$ cat config.mk
export PLATFORM = sky130hd
export DESIGN_NAME = dmem_arbiter_flat
export DESIGN_NICKNAME = d
export VERILOG_FILES = /design/src/rtl/control_types.sv /design/src/rtl/mem_arb_pkg.sv /design/src/rtl/dmem_arbiter_if.sv /design/src/rtl/dmem_arbiter_sat_counter.sv /design/src/rtl/dmem_arbiter.sv /design/src/flat_wrapper.sv
export SDC_FILE = /design/constraint.sdc
export NUM_CORES = 1
export LEC_CHECK = 0
export CORE_AREA = 5 5 118 120
export CTS_CLUSTER_DIAMETER = 30
export DETAILED_ROUTE_END_ITERATION = 10
export DIE_AREA = 0 0 123 125
export PLACE_DENSITY = 0.67
export SLEW_MARGIN = 20
export SYNTH_ARGS = -nofsm -noshare
export SYNTH_HDL_FRONTEND = slang
export SYNTH_SLANG_ARGS = --single-unit
$ cat constraint.sdc
create_clock -name clk -period 1.4 [get_ports clk]
set_input_delay 0.14 -clock clk [delete_from_list [all_inputs] [get_ports clk]]
set_output_delay 0.14 -clock clk [all_outputs]
set_load 0.03 [all_outputs]
$ cat src/rtl/control_types.sv
// Shared CPU control encodings; mem_op_t selects access size and load sign extension.
package control_types;

  typedef enum logic [2:0] {
    MEM_B  = 3'd0,
    MEM_H  = 3'd1,
    MEM_W  = 3'd2,
    MEM_BU = 3'd4,
    MEM_HU = 3'd5
  } mem_op_t;

endpackage

$ cat src/rtl/mem_arb_pkg.sv
// Arbiter FSM encoding and the starvation-counter sizing shared by dmem_arbiter.
package mem_arb_pkg;

  typedef enum logic {
    S_CPU,
    S_FORCE
  } arb_state_t;

  localparam int unsigned MAX_WAIT_MIN = 1;
  localparam int unsigned MAX_WAIT_MAX = 15;
  localparam int unsigned CNT_W        = $clog2(MAX_WAIT_MAX + 1);

endpackage

$ cat src/rtl/dmem_arbiter_if.sv
// Bundles the CPU, debug and data_memory sides of the arbiter; slave is the arbiter's view.
interface dmem_arbiter_if
  import control_types::*;
#(
  parameter int unsigned ADDR_W = 32,
  parameter int unsigned DATA_W = 32
);

  logic              cpu_req;
  logic              cpu_wr_en;
  mem_op_t           cpu_op;
  logic [ADDR_W-1:0] cpu_addr;
  logic [DATA_W-1:0] cpu_wdata;
  logic [DATA_W-1:0] cpu_rdata;
  logic              cpu_stall;

  logic              dbg_valid;
  logic              dbg_ready;
  logic              dbg_wr_en;
  mem_op_t           dbg_op;
  logic [ADDR_W-1:0] dbg_addr;
  logic [DATA_W-1:0] dbg_wdata;
  logic              dbg_rsp_valid;
  logic [DATA_W-1:0] dbg_rdata;

  logic              mem_wr_en;
  mem_op_t           mem_op;
  logic [ADDR_W-1:0] mem_addr;
  logic [DATA_W-1:0] mem_wdata;
  logic [DATA_W-1:0] mem_rdata;

  modport slave (
    input  cpu_req, cpu_wr_en, cpu_op, cpu_addr, cpu_wdata,
    output cpu_rdata, cpu_stall,
    input  dbg_valid, dbg_wr_en, dbg_op, dbg_addr, dbg_wdata,
    output dbg_ready, dbg_rsp_valid, dbg_rdata,
    output mem_wr_en, mem_op, mem_addr, mem_wdata,
    input  mem_rdata
  );

  modport master (
    output cpu_req, cpu_wr_en, cpu_op, cpu_addr, cpu_wdata,
    input  cpu_rdata, cpu_stall,
    output dbg_valid, dbg_wr_en, dbg_op, dbg_addr, dbg_wdata,
    input  dbg_ready, dbg_rsp_valid, dbg_rdata,
    input  mem_wr_en, mem_op, mem_addr, mem_wdata,
    output mem_rdata
  );

endinterface

$ cat src/rtl/dmem_arbiter_sat_counter.sv
// Saturating up-counter; hit flags the increment that reaches MAX.
module sat_counter #(
  parameter int unsigned WIDTH = 4,
  parameter int unsigned MAX   = 4
) (
  input  logic             clk,
  input  logic             reset,
  input  logic             inc,
  input  logic             clr,
  output logic [WIDTH-1:0] count,
  output logic             hit
);

  localparam logic [WIDTH-1:0] MAX_V = WIDTH'(MAX);

  logic [WIDTH-1:0] count_inc;

  always_comb begin
    count_inc = (count == MAX_V) ? count : count + WIDTH'(1);
  end

  assign hit = inc && !clr && (count_inc == MAX_V);

  always_ff @(posedge clk) begin
    if (reset || clr) begin
      count <= '0;
    end else if (inc) begin
      count <= count_inc;
    end
  end

endmodule

$ cat src/rtl/dmem_arbiter.sv
// Shares data_memory between the CPU (priority) and a debug requester that steals idle
// cycles or, after MAX_WAIT contended cycles, takes a forced slot while the CPU stalls.
module dmem_arbiter
  import control_types::*;
  import mem_arb_pkg::*;
#(
  parameter int unsigned ADDR_W   = 32,
  parameter int unsigned DATA_W   = 32,
  parameter int unsigned MAX_WAIT = 4
) (
  input  logic           clk,
  input  logic           reset,
  dmem_arbiter_if.slave  bus
);

  arb_state_t        state;
  logic [CNT_W-1:0]  wait_cnt;
  logic              wait_hit;
  logic              cnt_inc;
  logic              force_slot;
  logic              idle_steal;
  logic              dbg_accept;
  logic [ADDR_W-1:0] addr_sel;
  logic [DATA_W-1:0] wdata_sel;

  // Reset overrides the held state so a pending forced slot is never granted.
  assign force_slot = !reset && (state == S_FORCE) && bus.dbg_valid;
  assign idle_steal = !reset && (state == S_CPU) && !bus.cpu_req && bus.dbg_valid;
  assign cnt_inc    = !reset && (state == S_CPU) && bus.cpu_req && bus.dbg_valid;
  assign dbg_accept = bus.dbg_valid && bus.dbg_ready;

  sat_counter #(
    .WIDTH (CNT_W),
    .MAX   (MAX_WAIT)
  ) u_wait (
    .clk   (clk),
    .reset (reset),
    .inc   (cnt_inc),
    .clr   (!cnt_inc),
    .count (wait_cnt),
    .hit   (wait_hit)
  );

  always_comb begin
    addr_sel      = bus.cpu_addr;
    wdata_sel     = bus.cpu_wdata;
    bus.mem_wr_en = bus.cpu_req && bus.cpu_wr_en;
    bus.mem_op    = bus.cpu_op;
    bus.cpu_rdata = bus.mem_rdata;
    bus.cpu_stall = 1'b0;
    bus.dbg_ready = 1'b0;
    if (force_slot || idle_steal) begin
      addr_sel      = bus.dbg_addr;
      wdata_sel     = bus.dbg_wdata;
      bus.mem_wr_en = bus.dbg_wr_en;
      bus.mem_op    = bus.dbg_op;
      bus.dbg_ready = 1'b1;
    end
    if (force_slot) begin
      bus.cpu_stall = bus.cpu_req;
      bus.cpu_rdata = '0;
    end
  end

  assign bus.mem_addr  = addr_sel;
  assign bus.mem_wdata = wdata_sel;

  always_ff @(posedge clk) begin
    if (reset) begin
      state             <= S_CPU;
      bus.dbg_rsp_valid <= 1'b0;
      bus.dbg_rdata     <= '0;
    end else begin
      bus.dbg_rsp_valid <= dbg_accept;
      if (dbg_accept && !bus.dbg_wr_en) begin
        bus.dbg_rdata <= bus.mem_rdata;
      end
      unique case (state)
        S_CPU:   if (wait_hit) state <= S_FORCE;
        S_FORCE: state <= S_CPU;
        default: state <= S_CPU;
      endcase
    end
  end

endmodule
$ cat src/flat_wrapper.sv
// flat-port wrapper written by rule: the top's interface ports become plain ports
module dmem_arbiter_flat import control_types::*; import mem_arb_pkg::*;
#(
  parameter int unsigned ADDR_W   = 32,
  parameter int unsigned DATA_W   = 32,
  parameter int unsigned MAX_WAIT = 4
)
  (clk, reset, bus_cpu_req, bus_cpu_wr_en, bus_cpu_op, bus_cpu_addr, bus_cpu_wdata, bus_cpu_rdata, bus_cpu_stall, bus_dbg_valid, bus_dbg_wr_en, bus_dbg_op, bus_dbg_addr, bus_dbg_wdata, bus_dbg_ready, bus_dbg_rsp_valid, bus_dbg_rdata, bus_mem_wr_en, bus_mem_op, bus_mem_addr, bus_mem_wdata, bus_mem_rdata);
  dmem_arbiter_if #(.ADDR_W(ADDR_W), .DATA_W(DATA_W)) bus_i ();
  input  logic clk;
  input  logic reset;
  input wire logic [$bits(bus_i.cpu_req)-1:0] bus_cpu_req;
  input wire logic [$bits(bus_i.cpu_wr_en)-1:0] bus_cpu_wr_en;
  input wire logic [$bits(bus_i.cpu_op)-1:0] bus_cpu_op;
  input wire logic [$bits(bus_i.cpu_addr)-1:0] bus_cpu_addr;
  input wire logic [$bits(bus_i.cpu_wdata)-1:0] bus_cpu_wdata;
  output wire logic [$bits(bus_i.cpu_rdata)-1:0] bus_cpu_rdata;
  output wire logic [$bits(bus_i.cpu_stall)-1:0] bus_cpu_stall;
  input wire logic [$bits(bus_i.dbg_valid)-1:0] bus_dbg_valid;
  input wire logic [$bits(bus_i.dbg_wr_en)-1:0] bus_dbg_wr_en;
  input wire logic [$bits(bus_i.dbg_op)-1:0] bus_dbg_op;
  input wire logic [$bits(bus_i.dbg_addr)-1:0] bus_dbg_addr;
  input wire logic [$bits(bus_i.dbg_wdata)-1:0] bus_dbg_wdata;
  output wire logic [$bits(bus_i.dbg_ready)-1:0] bus_dbg_ready;
  output wire logic [$bits(bus_i.dbg_rsp_valid)-1:0] bus_dbg_rsp_valid;
  output wire logic [$bits(bus_i.dbg_rdata)-1:0] bus_dbg_rdata;
  output wire logic [$bits(bus_i.mem_wr_en)-1:0] bus_mem_wr_en;
  output wire logic [$bits(bus_i.mem_op)-1:0] bus_mem_op;
  output wire logic [$bits(bus_i.mem_addr)-1:0] bus_mem_addr;
  output wire logic [$bits(bus_i.mem_wdata)-1:0] bus_mem_wdata;
  input wire logic [$bits(bus_i.mem_rdata)-1:0] bus_mem_rdata;
  assign bus_i.cpu_req = bus_cpu_req;
  assign bus_i.cpu_wr_en = bus_cpu_wr_en;
  assign bus_i.cpu_op = bus_cpu_op;
  assign bus_i.cpu_addr = bus_cpu_addr;
  assign bus_i.cpu_wdata = bus_cpu_wdata;
  assign bus_cpu_rdata = bus_i.cpu_rdata;
  assign bus_cpu_stall = bus_i.cpu_stall;
  assign bus_i.dbg_valid = bus_dbg_valid;
  assign bus_i.dbg_wr_en = bus_dbg_wr_en;
  assign bus_i.dbg_op = bus_dbg_op;
  assign bus_i.dbg_addr = bus_dbg_addr;
  assign bus_i.dbg_wdata = bus_dbg_wdata;
  assign bus_dbg_ready = bus_i.dbg_ready;
  assign bus_dbg_rsp_valid = bus_i.dbg_rsp_valid;
  assign bus_dbg_rdata = bus_i.dbg_rdata;
  assign bus_mem_wr_en = bus_i.mem_wr_en;
  assign bus_mem_op = bus_i.mem_op;
  assign bus_mem_addr = bus_i.mem_addr;
  assign bus_mem_wdata = bus_i.mem_wdata;
  assign bus_i.mem_rdata = bus_mem_rdata;
  dmem_arbiter #(.ADDR_W(ADDR_W), .DATA_W(DATA_W), .MAX_WAIT(MAX_WAIT)) u_core (.clk(clk), .reset(reset), .bus(bus_i));
endmodule
==> flow_summary.json, run 1 <==
{
  "path_cells": "nand2b_4 -> nand2_8 -> buf_6 -> buf_16 -> mux2_2 -> buf_6",
  "rsz0062_at_grt": "true",
  "drc": 0,
  "cts_tree": "built",
  "rows": 42,
  "fin_crit_sh": 1.27,
  "cp.required_ps": 1260,
  "max_slew_margin": 0.691,
  "grt_pass1_wl_mm": 22.1,
  "top_level_ports": 307,
  "dieArea_um2": 15400,
  "finClkSkew_ps": 5.48,
  "worst_setup_path_end_kind": "primary output",
  "setup-violations-final": 134,
  "core_area_um2": 12900,
  "hold_slack_ps": 512,
  "crit_path_start_kind": "flop",
  "routedWlPerCell_um": 20.7,
  "cts_made_buffers": 5,
  "fin_total_pwr_w": 0.00444,
  "seq_area_frac_synth": 0.294,
  "slew_violations": 0,
  "path_clk_slew_ps": 60,
  "critPathMaxFanout": 12,
  "synth_warnings": 0,
  "tightest_slew_ps": 458,
  "hold_class": "in2reg",
  "syn_inst": 252,
  "clock-sinks": 38,
  "synth_cell_types": 26,
  "fin_nets": 778,
  "dr_wl_met2_mm": 8.88,
  "dieHeight_um": 125,
  "worstPathArrival_ps": 1640,
  "cts-hold-fix-buffers": 0,
  "drive_above_1_share": 0.517,
  "vias": 3333,
  "final_common_cell": "clkdlybuf4s50_1",
  "synth_seq_cells": 38,
  "dr.pass1.iters": 4,
  "crit_path_frequent_cell": "buf_6",
  "routed_wl_mm": 16.2,
  "grt_overflow": 0,
  "status": "finished, violations left",
  "insertion_delay_ps": 280,
  "peakVddDrop_v": 0.000346,
  "viasPerCell": 4.27,
  "hold_viol_final": 0,
  "io_buffers": 306,
  "die_x_um": 123,
  "highest_layer": "met4",
  "dr_wl_met3_mm": 1.53,
  "gp_congestion": 0.895,
  "track_usage": 0.188,
  "slowest_stage": "mux2_2",
  "postRouteAntennaNets": 0,
  "drt-met1-wl_mm": 5.45,
  "hpwl_mm": 11.7,
  "area_growth_pct": 185,
  "leakage_nw": 3.53,
  "grt_pass1_vias": 3694,
  "drtIter0Drc": 68,
  "p_per_area_nw_per_um2": 601,
  "clockRootBuffer": "clkbuf_16",
  "cts_htree_levels": 2,
  "grt_max_degree": 34,
  "syn-num-nets": 426,
  "drv_cap": 0,
  "crit_type": "reg2out",
  "antenna_found_initial": 0,
  "cts.path.max_buffers": 2,
  "syn_area_per_cell_um2": 10.3,
  "min_period_ps": 1780,
  "final_cell_mix": "clkdlybuf4s50_1, buf_6, mux2_4, dlygate4sd2_1, dfxtp_1",
  "clock.fmax_mhz": 562,
  "start_util": 0.201,
  "violations": "setup timing",
  "synth_area_um2": 2590,
  "final.setup.worst_slack_ps": -380,
  "cpPeakStageDelay_ps": 360
}
path summary, 6_finish.rpt:
check                                                            from                               endpoint  slack [ps]  cells past startpoint
worst max-delay path                          u_core.state$_SDFF_PP0_                       bus_mem_addr[19]        -380                      6
worst min-delay path                                 bus_mem_rdata[8]   u_core.bus.dbg_rdata[8]$_SDFFE_PP0P_         510                      2
worst max register to register                u_core.state$_SDFF_PP0_  u_core.bus.dbg_rdata[14]$_SDFFE_PP0P_        -160                      7
worst min register to register  u_core.bus.dbg_rdata[31]$_SDFFE_PP0P_  u_core.bus.dbg_rdata[31]$_SDFFE_PP0P_         600                      2
where the power goes:
group          internal, W  switching [W]  total [W]
Clock             0.000643       0.000425    0.00107
Combinational      0.00129       0.000942    0.00224
Sequential         0.00112      0.0000142    0.00113
Total              0.00305        0.00138    0.00444
through the flow:
step / cell area, um2 / TNS, ps / util / std cells / setup WS (ps)
global placement: 5970 / -73850 / 0.463 / 747 / -623
global route: 7380 / -39700 / 0.573 / 780 / -419
finish: 7380 / -34520 / 0.573 / 781 / -380
detailed placement: 5970 / -75710 / 0.463 / 747 / -638
floorplan: 2590 / 0 / - / 252 / 33.8
CTS: 6920 / -33060 / 0.538 / 775 / -409
synthesized netlist by cell type:
library cell | number | area share
a311oi_1 | 1 | 0.0034
or2_2 | 1 | 0.0024
inv_1 | 5 | 0.0073
clkbuf_1 | 6 | 0.0087
and3_1 | 2 | 0.0048
nor2_1 | 3 | 0.0044
nor3b_4 | 1 | 0.0073
nand3_1 | 1 | 0.0019
or3_1 | 1 | 0.0024
a21oi_1 | 2 | 0.0039
ha_1 | 2 | 0.0097
and2_1 | 32 | 0.077
mux2i_1 | 1 | 0.0039
dfxtp_1 | 38 | 0.29
and4_1 | 1 | 0.0034
nand2_1 | 5 | 0.0073
nand2b_1 | 1 | 0.0024
nor3_1 | 1 | 0.0019
nor2b_1 | 34 | 0.082
nor2b_2 | 1 | 0.0034
mux2_2 | 99 | 0.43
buf_6 | 3 | 0.013
o21ai_0 | 2 | 0.0039
nor4_1 | 1 | 0.0024
buf_2 | 7 | 0.014
nor4bb_1 | 1 | 0.0039
registers in the layout, indices dropped and copies added (netlist names):
signal                    flops
u_core.bus.dbg_rdata         32
u_core.bus.dbg_rsp_valid      1
u_core.u_wait.count           4
u_core.state                  1
per-layer routing:
metal	vias up	GRT usage
met1	1563	0.189
met4	0	0.0476
met3	20	0.0623
met2	178	0.364
met5	-	0
li1	1572	-
cell families after synthesis:
group | share of synthesized area
AND/OR/NAND/NOR | 0.208
AO/OA/AOI/OAI | 0.0111
flip-flops | 0.294
adder cells (fa/ha/maj) | 0.00967
multiplexers | 0.435
buffers and inverters | 0.0426
critical path, delay by kind of cell, from the launching register on:
family,cells,cell delay (ps)
buf+inv,3,420
simple gates,2,250
mux,1,360
flops,1,320
layout make-up:
| type | count | area, um2 |
|---|---|---|
| multi-input cells | 193 | 2240 |
| clock buffers | 5 | 125 |
| flip-flops and latches | 38 | 764 |
| repair buffers | 361 | 4000 |
| clock inverters | 2 | 10.0 |
| inverters | 5 | 18.8 |
| fillers | 1115 | 5490 |
| diodes | 1 | 2.50 |
| well taps | 176 | 220 |
timing repair:
| item | CTS | global route |
|---|---|---|
| pin swaps | 4 | 31 |
| resized for setup | 391 | 101 |
| setup buffers | 11 | 3 |
| gates cloned | 10 | 4 |
| endpoints found under the setup margin | 168 | 135 |
Note: power is estimated with default switching activity, not from simulation.
==> inputs of run 2 (changes only) <==
Settings changed: CELL_PAD_IN_SITES_DETAIL_PLACEMENT set to 1, CELL_PAD_IN_SITES_GLOBAL_PLACEMENT set to 2, CORE_AREA 5 5 118 120 to 5 5 110 216, DIE_AREA 0 0 123 125 to 0 0 115 221, PLACE_DENSITY 0.67 to unset, PLACE_DENSITY_LB_ADDON set to 0.1.
==> run 2 against run 1 <==
Against the previous run:
- the flow still finishes with violations (setup timing)
- die area is 65% higher
- total power increased by 5.6%
- sequential share of layout area is 0.34 points lower
- final cell count is 15% higher
- via count grew 3.6%
- worst setup slack got worse by 9.5 ps
- sequential power about the same
- maximum frequency decreased by 0.53%
- non-clock buffer count up 21
- clock-buffer cell count did not move
- hold slack worse by 15 ps
- register-to-register slack got worse by 90 ps
- largest power group unchanged
==> flow_summary.json, run 2 (synthesized netlist as in run 1, its figures left out) <==
{
  "status": "finished, violations left",
  "violations": "setup timing",
  "dieHeight_um": 221,
  "routedWlPerCell_um": 19.0,
  "grt_max_degree": 34,
  "drtIter0Drc": 54,
  "hpwl_mm": 12.9,
  "drc": 0,
  "antenna_found_initial": 0,
  "p_per_area_nw_per_um2": 614,
  "grt_pass1_wl_mm": 24.3,
  "clock-sinks": 38,
  "insertion_delay_ps": 290,
  "cts_made_buffers": 5,
  "drive_above_1_share": 0.526,
  "path_clk_slew_ps": 70,
  "peakVddDrop_v": 0.000391,
  "hold_class": "in2reg",
  "cts.path.max_buffers": 2,
  "gp_congestion": 0.749,
  "worst_setup_path_end_kind": "primary output",
  "path_cells": "nand2b_4 -> nand2_8 -> buf_8 -> buf_12 -> mux2_4 -> buf_6",
  "vias": 3453,
  "cts_tree": "built",
  "cpPeakStageDelay_ps": 350,
  "die_x_um": 115,
  "top_level_ports": 307,
  "grt_overflow": 0,
  "cp.required_ps": 1260,
  "slowest_stage": "dfxtp_4",
  "clockRootBuffer": "clkbuf_16",
  "grt_pass1_vias": 4036,
  "tightest_slew_ps": 395,
  "hold_viol_final": 0,
  "core_area_um2": 22000,
  "clock.fmax_mhz": 559,
  "placed_area_um2": 6130,
  "crit_type": "reg2out",
  "dieArea_um2": 25400,
  "track_usage": 0.126,
  "dr.pass1.iters": 2,
  "viasPerCell": 3.83,
  "critical_path_buf_inv_count": 3,
  "area_growth_pct": 195,
  "slew_violations": 0,
  "final_cell_mix": "clkdlybuf4s50_1, buf_6, mux2_4, buf_4, dfxtp_1",
  "largest_reg_flops": 32,
  "final_core_util": 0.348,
  "critPathMaxFanout": 8,
  "start_util": 0.118,
  "finalInstanceArea_um2": 7630,
  "pre_cts_ws_ps": -590,
  "antenna_cells": 0,
  "largest_register": "u_core.bus.dbg_rdata",
  "drv_cap": 0,
  "min_period_ps": 1790,
  "largestRegisters": "u_core.bus.dbg_rdata: 32 flops, u_core.u_wait.count: 4 flops",
  "setup-violations-final": 130,
  "finClkSkew_ps": 6.37,
  "rsz0062_at_grt": "true",
  "postRouteAntennaNets": 0,
  "leakage_nw": 3.62,
  "fin_nets": 799,
  "cts_htree_levels": 2,
  "cp_top_family": "buffers and inverters",
  "worstPathArrival_ps": 1650,
  "final_common_cell": "clkdlybuf4s50_1",
  "crit_path_start_kind": "flop",
  "routed_wl_mm": 17.1,
  "fin_crit_sh": 1.28,
  "max_slew_margin": 0.737,
  "final.setup.worst_slack_ps": -389,
  "rows": 77,
  "io_buffers": 306
}
==> run 2: cell count changes in the layout (fill, tap and decap cells not counted), sizes merged <==
cell	before	now
buf	153	177
clkbuf	9	7
clkinv	2	0
clkinvlp	0	2
dlygate4sd2	36	34
bufinv	0	1
clkdlybuf4s15	0	1
diode	1	0
==> run 2: path summary, 6_finish.rpt <==
kind | end | slack, ps | cells after the start | from
worst min-delay path | u_core.bus.dbg_rdata[15]$_SDFFE_PP0P_ | 500 | 2 | bus_mem_rdata[15]
worst max register to register | u_core.bus.dbg_rdata[4]$_SDFFE_PP0P_ | -250 | 8 | u_core.state$_SDFF_PP0_
worst min register to register | u_core.state$_SDFF_PP0_ | 540 | 2 | u_core.state$_SDFF_PP0_
worst max-delay path | bus_mem_addr[1] | -390 | 6 | u_core.state$_SDFF_PP0_
==> run 2: final cells by class <==
class / instances / area, um2
clock buffers: 5 / 125
clock inverters: 3 / 45.0
fillers: 2455 / 14300
inverters: 5 / 18.8
multi-input cells: 193 / 2210
flip-flops and latches: 38 / 764
well taps: 276 / 345
repair buffers: 382 / 4120
==> run 2: stage by stage <==
stage	hold WS [ps]	setup TNS, ps	std cells	total power (W)
2_1_floorplan	286	0	252	0.00194
3_3_place_gp	568	-68980	858	0.00299
3_5_place_dp	586	-70980	858	0.00301
4_1_cts	475	-33000	892	0.00471
5_1_grt	497	-44240	902	0.00491
6_report	497	-35460	902	0.00469
==> run 2: where the power goes <==
part / leakage, nW / switching (W) / internal (W) / total [W]
clock: 0.0760 / 0.000508 / 0.000841 / 0.00135
sequential: 0.310 / 0.0000147 / 0.00112 / 0.00113
combinational: 3.23 / 0.000923 / 0.00128 / 0.00221
total: 3.62 / 0.00145 / 0.00324 / 0.00469
==> run 2: metal layers <==
layer	up-vias	part of all wire	global-route usage
met1	1578	0.34	0.124
met5	-	0	0
li1	1617	-	-
met4	0	0.015	0.0341
met3	11	0.11	0.0476
met2	247	0.53	0.239
==> run 2: worst reg2reg max path, cell delays in order (launching register included) <==
cell and delay [ps]:
dfxtp_4 350, buf_4 130, nor2b_2 180, nor3b_4 70, buf_6 130, buf_4 130, buf_6 110, buf_12 140
mux2_4 300
==> run 2: repair_timing <==
action                     4_1_cts  5_1_grt
pin swaps                        1       12
setup endpoints to repair      167      134
hold buffers                     0        0
buffers inserted                16       11
resized for setup              396       84
gates cloned                    10        2
